<file path="src/rtl/bank_collector.sv">
// bank_collector: sweeps all bank addresses and serializes each bank row onto a valid/ready stream.
// Define BANK_COLLECTOR_OREG_EN for banks with a registered output (2-cycle read latency).
module bank_collector #(
    parameter int CHANNEL_NUMBER    = 3,
    parameter int CHANNEL_BANDWIDTH = 8,
    parameter int BLOCK_DEPTH       = 12,
    parameter int BANK_ADDR_BITS    = $clog2(BLOCK_DEPTH),
    parameter int GLOBAL_ADDR_BITS  = $clog2(BLOCK_DEPTH*CHANNEL_NUMBER)
) (
    input  logic                                             I_clk_in,
    input  logic                                             I_rst_n_in,
    input  logic                                             I_start_in,
    output logic                                             O_busy_out,
    output logic                                             O_done_out,
    output logic                                             O_bank_rd_en_out,
    output logic [BANK_ADDR_BITS-1:0]                        O_bank_addr_out,
    input  logic [CHANNEL_NUMBER-1:0][CHANNEL_BANDWIDTH-1:0] I_bank_data_in,
    output logic [CHANNEL_BANDWIDTH-1:0]                     O_data_out,
    output logic [GLOBAL_ADDR_BITS-1:0]                      O_index_out,
    output logic                                             O_valid_out,
    input  logic                                             I_ready_in,
    output logic                                             O_last_out
);
    localparam int IDX_BITS = CHANNEL_NUMBER > 1 ? $clog2(CHANNEL_NUMBER) : 1;
    typedef enum logic [2:0] {IDLE, FETCH, WAIT, SHIFT, DONE} state_t;
    state_t state, state_n;
    logic [BANK_ADDR_BITS-1:0] addr;
    logic [IDX_BITS-1:0] idx;
    logic [CHANNEL_NUMBER-1:0][CHANNEL_BANDWIDTH-1:0] hold;
    logic wait_last, hs, idx_end, addr_end;
`ifdef BANK_COLLECTOR_OREG_EN
    logic wait_cnt;
    assign wait_last = wait_cnt;
`else
    assign wait_last = 1'b1;
`endif
    assign hs       = O_valid_out && I_ready_in;
    assign idx_end  = idx == IDX_BITS'(CHANNEL_NUMBER-1);
    assign addr_end = addr == BANK_ADDR_BITS'(BLOCK_DEPTH-1);
    always_comb begin
        state_n = state;
        case (state)
            IDLE:    state_n = I_start_in ? FETCH : IDLE;
            FETCH:   state_n = WAIT;
            WAIT:    state_n = wait_last ? SHIFT : WAIT;
            SHIFT:   state_n = hs && idx_end ? (addr_end ? DONE : FETCH) : SHIFT;
            DONE:    state_n = IDLE;
            default: state_n = IDLE;
        endcase
    end
    assign O_busy_out       = state inside {FETCH, WAIT, SHIFT};
    assign O_done_out       = state == DONE;
    assign O_bank_rd_en_out = state == FETCH;
    assign O_bank_addr_out  = addr;
    assign O_valid_out      = state == SHIFT;
    assign O_data_out       = hold[idx];
    assign O_index_out      = GLOBAL_ADDR_BITS'(addr) * GLOBAL_ADDR_BITS'(CHANNEL_NUMBER) + GLOBAL_ADDR_BITS'(idx);
    assign O_last_out       = O_valid_out && idx_end && addr_end;
    // idx parks at the last channel after its handshake; the next WAIT rewinds it
    always_ff @(posedge I_clk_in or negedge I_rst_n_in) begin
        if (!I_rst_n_in) begin
            state <= IDLE;
            addr  <= '0;
            idx   <= '0;
            hold  <= '0;
`ifdef BANK_COLLECTOR_OREG_EN
            wait_cnt <= 1'b0;
`endif
        end else begin
            state <= state_n;
            if (state == IDLE && I_start_in) addr <= '0;
            if (state == WAIT && wait_last) begin
                hold <= I_bank_data_in;
                idx  <= '0;
            end
            if (hs) begin
                if (!idx_end) idx <= idx + IDX_BITS'(1);
                else if (!addr_end) addr <= addr + BANK_ADDR_BITS'(1);
            end
`ifdef BANK_COLLECTOR_OREG_EN
            if (state == WAIT) wait_cnt <= ~wait_cnt;
`endif
        end
    end
endmodule

</file>
<file path="config.mk">
export PLATFORM = sky130hd
export DESIGN_NAME = bank_collector
export DESIGN_NICKNAME = d
export VERILOG_FILES = /design/src/rtl/bank_collector.sv
export SDC_FILE = /design/constraint.sdc
export NUM_CORES = 1
export LEC_CHECK = 0
export ABC_AREA = 0
export CORE_MARGIN = 2
export CORE_UTILIZATION = 51
export CTS_CLUSTER_SIZE = 16
export DETAILED_ROUTE_END_ITERATION = 8
export HOLD_SLACK_MARGIN = 0.02
export PLACE_DENSITY_LB_ADDON = 0.25
export SKIP_LAST_GASP = 1
export SYNTH_ARGS = -nofsm -noshare
export SYNTH_HDL_FRONTEND = slang
export SYNTH_SLANG_ARGS = --single-unit
</file>
<file path="constraint.sdc">
create_clock -name I_clk_in -period 3.3 [get_ports I_clk_in]
set_input_delay 0.33 -clock I_clk_in [delete_from_list [all_inputs] [get_ports I_clk_in]]
set_output_delay 0.33 -clock I_clk_in [all_outputs]
set_load 0.1 [all_outputs]
</file>
Yosys cells after proc, flatten, opt, wreduce, memory -nomap -nowiden. Cells that the tools add are included.

$add $sub $neg: 3. Order comparisons: 1. Equal/unequal tests: 6. Muxes and demuxes: 13. $mul: 1. Reduce and logical (&&, ||, !) cells: 7.

Operators with widths (count): $bmux 8 s2 (1); $mux 4 (4); $pmux 3 s4 (1); $mux 8 (1); $add 6x2->6 (1); $eq 3x2->1 const B (2); $mul 4x2->6 const B (1); $mux 2 (3); $mux 3 (2); $logic_and 1x1->1 (5); $add 4x1->4 const B (1); $eq 4x4->1 const B (1); $eq 3x1->1 const B (1); $eq 3x3->1 const B (1); $logic_not 3->1 (1); $lt 2x3->1 const B (1); $reduce_bool 3->1 (1); $add 2x1->2 const B (1); $eq 2x2->1 const B (1); $mux 1 (1).

Flip-flop bits (word level): 33. Logic and storage cells: 37. Output and inout port bits: 23. Bits of input ports: 28.

Longest topological paths before layout. Gate-level depths: netlist of the first run.

Depth in word-level cells: 6. Gate-level depth with buffers: 7. Gate-level depth less buffers: 7.

Worst setup path before layout of the first run. No wires, ideal clock.

Path type: reg-to-output. Start: register addr[0], in the netlist O_bank_addr_out[0]. End: output O_index_out[3]. Path buffers: 0. Arrival time: 3.649 ns. Path slack: -0.679 ns. Stages on the path, launching flop included: 6. Required time: 2.970 ns. Path through: dfrtp_1 -> fa_1 -> ha_1 -> inv_1 -> fa_1 -> xnor2_1.

Word-level cells in the longest chain between the ends: 2.

Ends and longest elaborated chain: start: declaration (line 27) `logic [BANK_ADDR_BITS-1:0] addr;`; start signal: assignment (line 78) `else if (!addr_end) addr <= addr + BANK_ADDR_BITS'(1);`; $mul 4x2->6 (line 57) `assign O_index_out = GLOBAL_ADDR_BITS'(addr) * GLOBAL_ADDR_BITS'(CHANNEL_NUMBER) + GLOBAL_ADDR_BITS'(idx);`; $add 6x2->6 (line 57); end: declaration (line 19) `output logic [GLOBAL_ADDR_BITS-1:0] O_index_out,`.

Every way passes these cells.

Worst setup path after layout of the first run.
Start: register addr[0], in the netlist O_bank_addr_out[0]. End: output O_index_out[5].

Same word-level chain as after synthesis.

==> impl_summary.txt, run 1 <==
----------------------------------------------------
[Outcome]
  Outcome ... complete, no violations

[Critical path]
  Crit end category ... output pin
  Max stage delay cell, worst path ... sky130_fd_sc_hd__fa_1
  Worst R2R Setup Slack ... 1570 ps
  Most used cell, CP ... sky130_fd_sc_hd__fa_1
  Critical Path Max Stage Delay ... 560 ps
  Crit Reg-Reg Startpoint ... O_bank_addr_out[2]$_DFF_PN0_
  Critical path data arrival time ... 2560 ps
  Worst reg2reg endpoint ... O_bank_addr_out[3]$_DFF_PN0_
  Critical path endpoint ... O_index_out[5]
  Type of the setup path with the least slack ... register to output pin
  Critical-path cell list ... fa_1 -> ha_1 -> inv_1 -> fa_1 -> nor2b_1 -> o21ai_0 -> nand2b_1 -> buf_12
  Logic depth of the worst register-to-register path ... 5
  Worst Setup SP ... O_bank_addr_out[0]$_DFF_PN0_
  Worst setup SP type ... register
  Critical path data required time ... 2970 ps
  Critical-path maximum fanout ... 7

[Placement]
  Number of instances in the placed design ... 244
  Routability Congestion ... 0.834
  Detail Placement HPWL ... 2800 um
  Buffers on Ports ... 50

[Timing]
  Timing-limited maximum frequency ... 346 MHz
  Final setup violation count ... 0
  Final hold violation count ... 0
  Final critical path time including I/O delays and setup ... 2890 ps
  Unrepaired setup endpoints after global routing ... no
  Worst Tran Pin Value ... 989 ps
  Slew Limit Fails ... 0
  Worst slew margin relative to its limit ... 0.338
  Skew final ... 8.13 ps
  Final Cycle Share ... 0.876

[Synth]
  Flip-flop and latch count after synthesis ... 33
  Number of warnings printed during yosys synthesis ... 0
  Sequential share of the synthesized area ... 0.468
  Synth cell types ... 34
  Cells after synthesis ... 149
  Average size of a mapped cell ... 11.8 um^2
  Net Count, Synth ... 187
  Area of the mapped netlist ... 1770 um^2

[Cells and area]
  Non-filler cells, final ... 252
  Number of nets in the layout ... 243
  Share of layout cells above drive strength 1 ... 0.296
  FILL cells ... 246
  Commonest non-fill, non-tap cell in the layout ... sky130_fd_sc_hd__dfrtp_1
  Diode insertion count for antenna repair ... 0
  Layout Utilization ... 0.719
  Commonest non-fill, non-tap cells in the layout ... 33 x sky130_fd_sc_hd__dfrtp_1, 31 x sky130_fd_sc_hd__clkdlybuf4s50_1, 23 x sky130_fd_sc_hd__mux2_2
  Synthesis-to-finish area growth ... 35.9%

[Global route]
  Global router's overall resource usage ... 0.204
  Largest net degree at the start of global routing ... 34
  Antenna violations before repair ... 0
  Wire length of the first global-routing pass ... 6180 um
  Via count of the first global-routing pass ... 1395
  Overflow after GRT ... 0

[CTS]
  Clock-pin slew reported for the worst setup and hold paths after clock tree synthesis ... 100 ps
  Number of instances resized during post-cts repair ... 0
  # H-tree levels ... 2
  Setup bufs post-CTS ... 0
  Clk Latency, worst-skew pair ... 320 ps
  Maximum clock path buffer count ... 2
  Clock tree from TritonCTS ... yes
  CTS Hold Bufs ... 0
  CTS sink count ... 33
  Clock buffers created by TritonCTS ... 5
  Cell at the root of the clock tree ... sky130_fd_sc_hd__clkbuf_4

[Die]
  Core area ... 3340 um^2
  Die boundary height ... 62.8 um
  Initial standard-cell utilization of the core ... 0.529
  Top Ports ... 51
  Width of the die ... 62.8 um
  Number of cell rows ... 21
  Die footprint ... 3950 um^2

[Job]
  Max_cap viols ... 0

[Drt]
  Number of nets with antenna violations after detailed routing ... 0
  Routed wirelength normalized by instance count ... 14.4 um
  Vias per cell ... 5.10
  Total via count after detailed routing ... 1284
  First DRT Iteration DRCs ... 84
  DRC violation count after routing ... 0
  Total routed wirelength ... 3630 um
  First drt pass iteration count ... 4

[Hold path]
  Classification of the worst-slack hold path ... input pin to asynchronous set/reset pin

----------------------------------------------------
-- synthesized netlist by cell type (all sizes together) --
library cell / n / area share
xnor2: 2 / 0.0099
buf: 4 / 0.013
o21a: 1 / 0.0043
nand3b: 2 / 0.0085
mux2: 24 / 0.15
o31ai: 1 / 0.0043
inv: 10 / 0.021
nand4b: 1 / 0.013
or2: 1 / 0.0035
nor3b: 2 / 0.015
nand3: 1 / 0.0028
fa: 2 / 0.023
or4b: 2 / 0.013
and2: 1 / 0.0035
clkbuf: 1 / 0.0021
nor2b: 3 / 0.011
nor2: 4 / 0.0085
ha: 8 / 0.057
dfrtp: 33 / 0.47
nand2: 15 / 0.032
a21oi: 1 / 0.0028
nand4: 1 / 0.0035
mux2i: 13 / 0.074
nand2b: 3 / 0.011
a211o: 1 / 0.0050
nor3: 1 / 0.0028
nor4b: 1 / 0.0050
a21o: 1 / 0.0043
o21ai: 9 / 0.026
-- per-stage QoR --
step / setup TNS (ps) / cell area (um^2) / worst slack (ps) / hold slack, ps
final: 0 / 2400 / 409 / 397
after global routing: 0 / 2400 / 269 / 430
after CTS: 0 / 2400 / 394 / 402
after detailed placement: 0 / 2350 / 753 / 492
after global placement: 0 / 2350 / 850 / 469
after floorplan: -74.0 / 1790 / -54.0 / 34.4
-- final cells by class --
cell class	instances	area (um^2)	area share
repair buffers	54	533	0.222
well taps	46	57.6	0.0240
clock inverters	2	10.0	0.00417
clock buffers	6	41.3	0.0172
flip-flops and latches	33	826	0.344
multi-input cells	101	895	0.373
inverters	10	37.5	0.0156
-- cells by family (layout without fill, tap and decap cells) --
group / after synthesis / after routing / synth area share
simple gates: 38 / 38 / 0.133
xor+xnor: 2 / 2 / 0.00992
fa+ha+maj: 10 / 10 / 0.0794
mux: 37 / 37 / 0.227
buf+inv: 15 / 72 / 0.0368
flops: 33 / 33 / 0.468
compound gates: 14 / 14 / 0.0461
-- critical path, delay by kind of cell (launching register included) --
kind | cells | cell delay [ps]
buf+inv | 2 | 250
compound gates | 1 | 80
fa+ha+maj | 3 | 1150
simple gates | 2 | 280
flops | 1 | 470
-- how the worst min path moves through the flow --
stage                                    from                           end
after global routing               I_rst_n_in           hold[4]$_DFFE_PN0P_
after global placement    hold[3]$_DFFE_PN0P_           hold[3]$_DFFE_PN0P_
final                              I_rst_n_in           hold[5]$_DFFE_PN0P_
after detailed placement  hold[3]$_DFFE_PN0P_           hold[3]$_DFFE_PN0P_
after floorplan                    I_rst_n_in  O_bank_addr_out[0]$_DFF_PN0_
after CTS                          I_rst_n_in          hold[11]$_DFFE_PN0P_
-- per-layer routing --
layer  part of all wire  GRT usage  up-vias
met5                  0          0        -
li1                   -          -      629
met2               0.53      0.352       36
met1               0.42      0.247      615
met3              0.042     0.0414        4
met4              0.011     0.0889        0
-- flip-flops by register name (all words and copies together) (netlist names) --
signal	cells
idx	2
O_bank_addr_out	4
state	3
hold	24
Power of run 1 is not shown: default switching activity piles up to over one toggle a cycle in this logic, so the estimate is an artifact.
==> inputs of run 2 (changes only) <==
--- a/config.mk
+++ b/config.mk
@@ -16,3 +16,4 @@
 export SYNTH_ARGS = -nofsm -noshare
 export SYNTH_HDL_FRONTEND = slang
 export SYNTH_SLANG_ARGS = --single-unit
+export TNS_END_PERCENT = 20
==> impl_summary.txt, run 2 (synthesized netlist as in run 1, its figures left out) <==
----------------------------------------------------
[Cells and area]
  FILL cells ... 243 (-1.2%)
  Commonest non-fill, non-tap cells in the layout ... 33 x sky130_fd_sc_hd__dfrtp_1, 31 x sky130_fd_sc_hd__clkdlybuf4s50_1, 23 x sky130_fd_sc_hd__mux2_2
  Synthesis-to-finish area growth ... 37.2%
  Share of layout cells above drive strength 1 ... 0.293 (-0.00343)
  Commonest non-fill, non-tap cell in the layout ... sky130_fd_sc_hd__dfrtp_1
  FF/Latch Area ... 826 um^2 (unchanged)
  Number of nets in the layout ... 242 (-0.41%)
  Diode insertion count for antenna repair ... 0 (unchanged)
  Register with the most flip-flops ... hold
  Combined area of the multi-input logic cells ... 887 um^2 (-0.84%)
  Flip-flop count of the largest register after layout ... 24 (unchanged)

[Hold path]
  Classification of the worst-slack hold path ... input pin to asynchronous set/reset pin

[Global route]
  Wire length of the first global-routing pass ... 6270 um (+1.5%)
  Met3 track demand over resource ... 0.0468 (+0.00541)
  Met1 usage in global routing ... 0.249 (+0.00237)
  Overflow after GRT ... 0 (unchanged)
  Global router's overall resource usage ... 0.206 (+0.00162)
  Largest net degree at the start of global routing ... 34 (unchanged)
  Antenna violations before repair ... 0 (unchanged)
  Most crowded layer after global routing ... met2
  Met2 global-route usage ... 0.351 (-0.00134)
  Via count of the first global-routing pass ... 1379 (-1.1%)

[CTS]
  Clock buffers created by TritonCTS ... 5 (unchanged)
  Clock tree from TritonCTS ... yes
  Cell at the root of the clock tree ... sky130_fd_sc_hd__clkbuf_4
  CTS sink count ... 33 (unchanged)
  Clock-pin slew reported for the worst setup and hold paths after clock tree synthesis ... 110 ps (about the same)
  Setup bufs post-CTS ... 0 (unchanged)
  Clk Latency, worst-skew pair ... 330 ps (about the same)
  Number of instances resized during post-cts repair ... 0 (unchanged)
  Maximum clock path buffer count ... 2 (unchanged)
  CTS Hold Bufs ... 0 (unchanged)
  # H-tree levels ... 2 (unchanged)

[Timing]
  Final setup violation count ... 0 (unchanged)
  Unrepaired setup endpoints after global routing ... no
  Slew Limit Fails ... 0 (unchanged)
  Worst Tran Pin Value ... 1010 ps (+22.3 ps)
  Final hold violation count ... 0 (unchanged)
  Skew final ... 6.39 ps (-1.74 ps)
  Worst slew margin relative to its limit ... 0.324 (-0.0149)
  Worst hold-check slack ... 386 ps (-10.3 ps)
  Timing-limited maximum frequency ... 348 MHz (+0.63%)
  Final critical path time including I/O delays and setup ... 2870 ps (-18.1 ps)
  Final Cycle Share ... 0.871 (-0.00548)

[Die]
  Core area ... 3340 um^2 (unchanged)
  Number of cell rows ... 21 (unchanged)
  Die footprint ... 3950 um^2 (unchanged)
  Width of the die ... 62.8 um (unchanged)
  Initial standard-cell utilization of the core ... 0.529 (unchanged)
  Die boundary height ... 62.8 um (unchanged)
  Top Ports ... 51 (unchanged)

[Drt]
  First drt pass iteration count ... 4 (unchanged)
  First DRT Iteration DRCs ... 38 (-55%)
  Number of nets with antenna violations after detailed routing ... 0 (unchanged)
  Vias per cell ... 5.23 (+2.6%)
  Total routed wirelength ... 3540 um (-2.3%)
  DRC violation count after routing ... 0 (unchanged)
  Routed wirelength normalized by instance count ... 14.1 um (-2.0%)
  Total via count after detailed routing ... 1312 (+2.2%)

[Outcome]
  Outcome ... complete, no violations

[Critical path]
  Critical Path Max Stage Delay ... 560 ps (about the same)
  Worst Setup SP ... O_bank_addr_out[0]$_DFF_PN0_
  Critical path data required time ... 2970 ps (about the same)
  Critical path data arrival time ... 2540 ps (-20 ps)
  Most used cell, CP ... sky130_fd_sc_hd__fa_1
  Critical-path maximum fanout ... 7 (unchanged)
  Worst setup SP type ... register
  Type of the setup path with the least slack ... register to output pin
  Critical-path cell list ... fa_1 -> ha_1 -> inv_1 -> fa_1 -> nor2b_1 -> o21ai_0 -> nand2b_1 -> buf_12
  Max stage delay cell, worst path ... sky130_fd_sc_hd__fa_1
  Crit end category ... output pin
  Crit Reg-Reg Startpoint ... idx[0]$_DFF_PN0_

[Job]
  Max_cap viols ... 0 (unchanged)

[Placement]
  Detail Placement HPWL ... 2620 um (-6.4%)
  Buffers on Ports ... 50 (unchanged)
  Routability Congestion ... 0.813 (-2.5%)

----------------------------------------------------
[run 2: final timing paths]
| check | to | slack, ps | cells after the start |
|---|---|---|---|
| worst max register to register | O_bank_addr_out[3]$_DFF_PN0_ | 1620 | 3 |
| worst min-delay path | hold[5]$_DFFE_PN0P_ | 390 | 2 |
| max in group asynchronous | O_bank_addr_out[3]$_DFF_PN0_ | 2610 | 2 |
| worst min register to register | hold[3]$_DFFE_PN0P_ | 500 | 1 |
| min in group I_clk_in | hold[3]$_DFFE_PN0P_ | 500 | 1 |
| worst max-delay path | O_index_out[5] | 430 | 8 |
[run 2: through the flow]
stage | setup WS [ps] | setup TNS (ps) | std cells | util | cell area [um^2]
3_3_place_gp | 857 | 0 | 243 | 0.699 | 2330
3_5_place_dp | 768 | 0 | 243 | 0.699 | 2330
6_report | 427 | 0 | 251 | 0.726 | 2420
2_1_floorplan | -423 | -494 | 149 | - | 1780
5_1_grt | 281 | 0 | 251 | 0.726 | 2420
4_1_cts | 398 | 0 | 251 | 0.726 | 2420
[run 2: layout make-up]
class                           count  area share
Multi-Input combinational cell    101       0.366
Sequential cell                    33       0.341
Timing Repair Buffer               53       0.217
Tap cell                           46      0.0238
Clock buffer                        6      0.0212
Clock inverter                      2      0.0155
Inverter                           10      0.0155
[run 2: critical path, delay by kind of cell (launching register included)]
| family | cells | cell delay (ps) |
|---|---|---|
| adder cells (fa/ha/maj) | 3 | 1150 |
| AO/OA/AOI/OAI | 1 | 80 |
| AND/OR/NAND/NOR | 2 | 260 |
| flip-flops | 1 | 480 |
| buffers and inverters | 2 | 240 |
[run 2: per-layer routing]
metal | wire (um) | vias to the layer above | share of wire
li1 | - | 631 | -
met1 | 1550 | 635 | 0.44
met2 | 1780 | 39 | 0.50
met3 | 154 | 7 | 0.043
met4 | 64 | 0 | 0.018
met5 | 0 | - | 0
Power of run 2 is left out for the same reason.
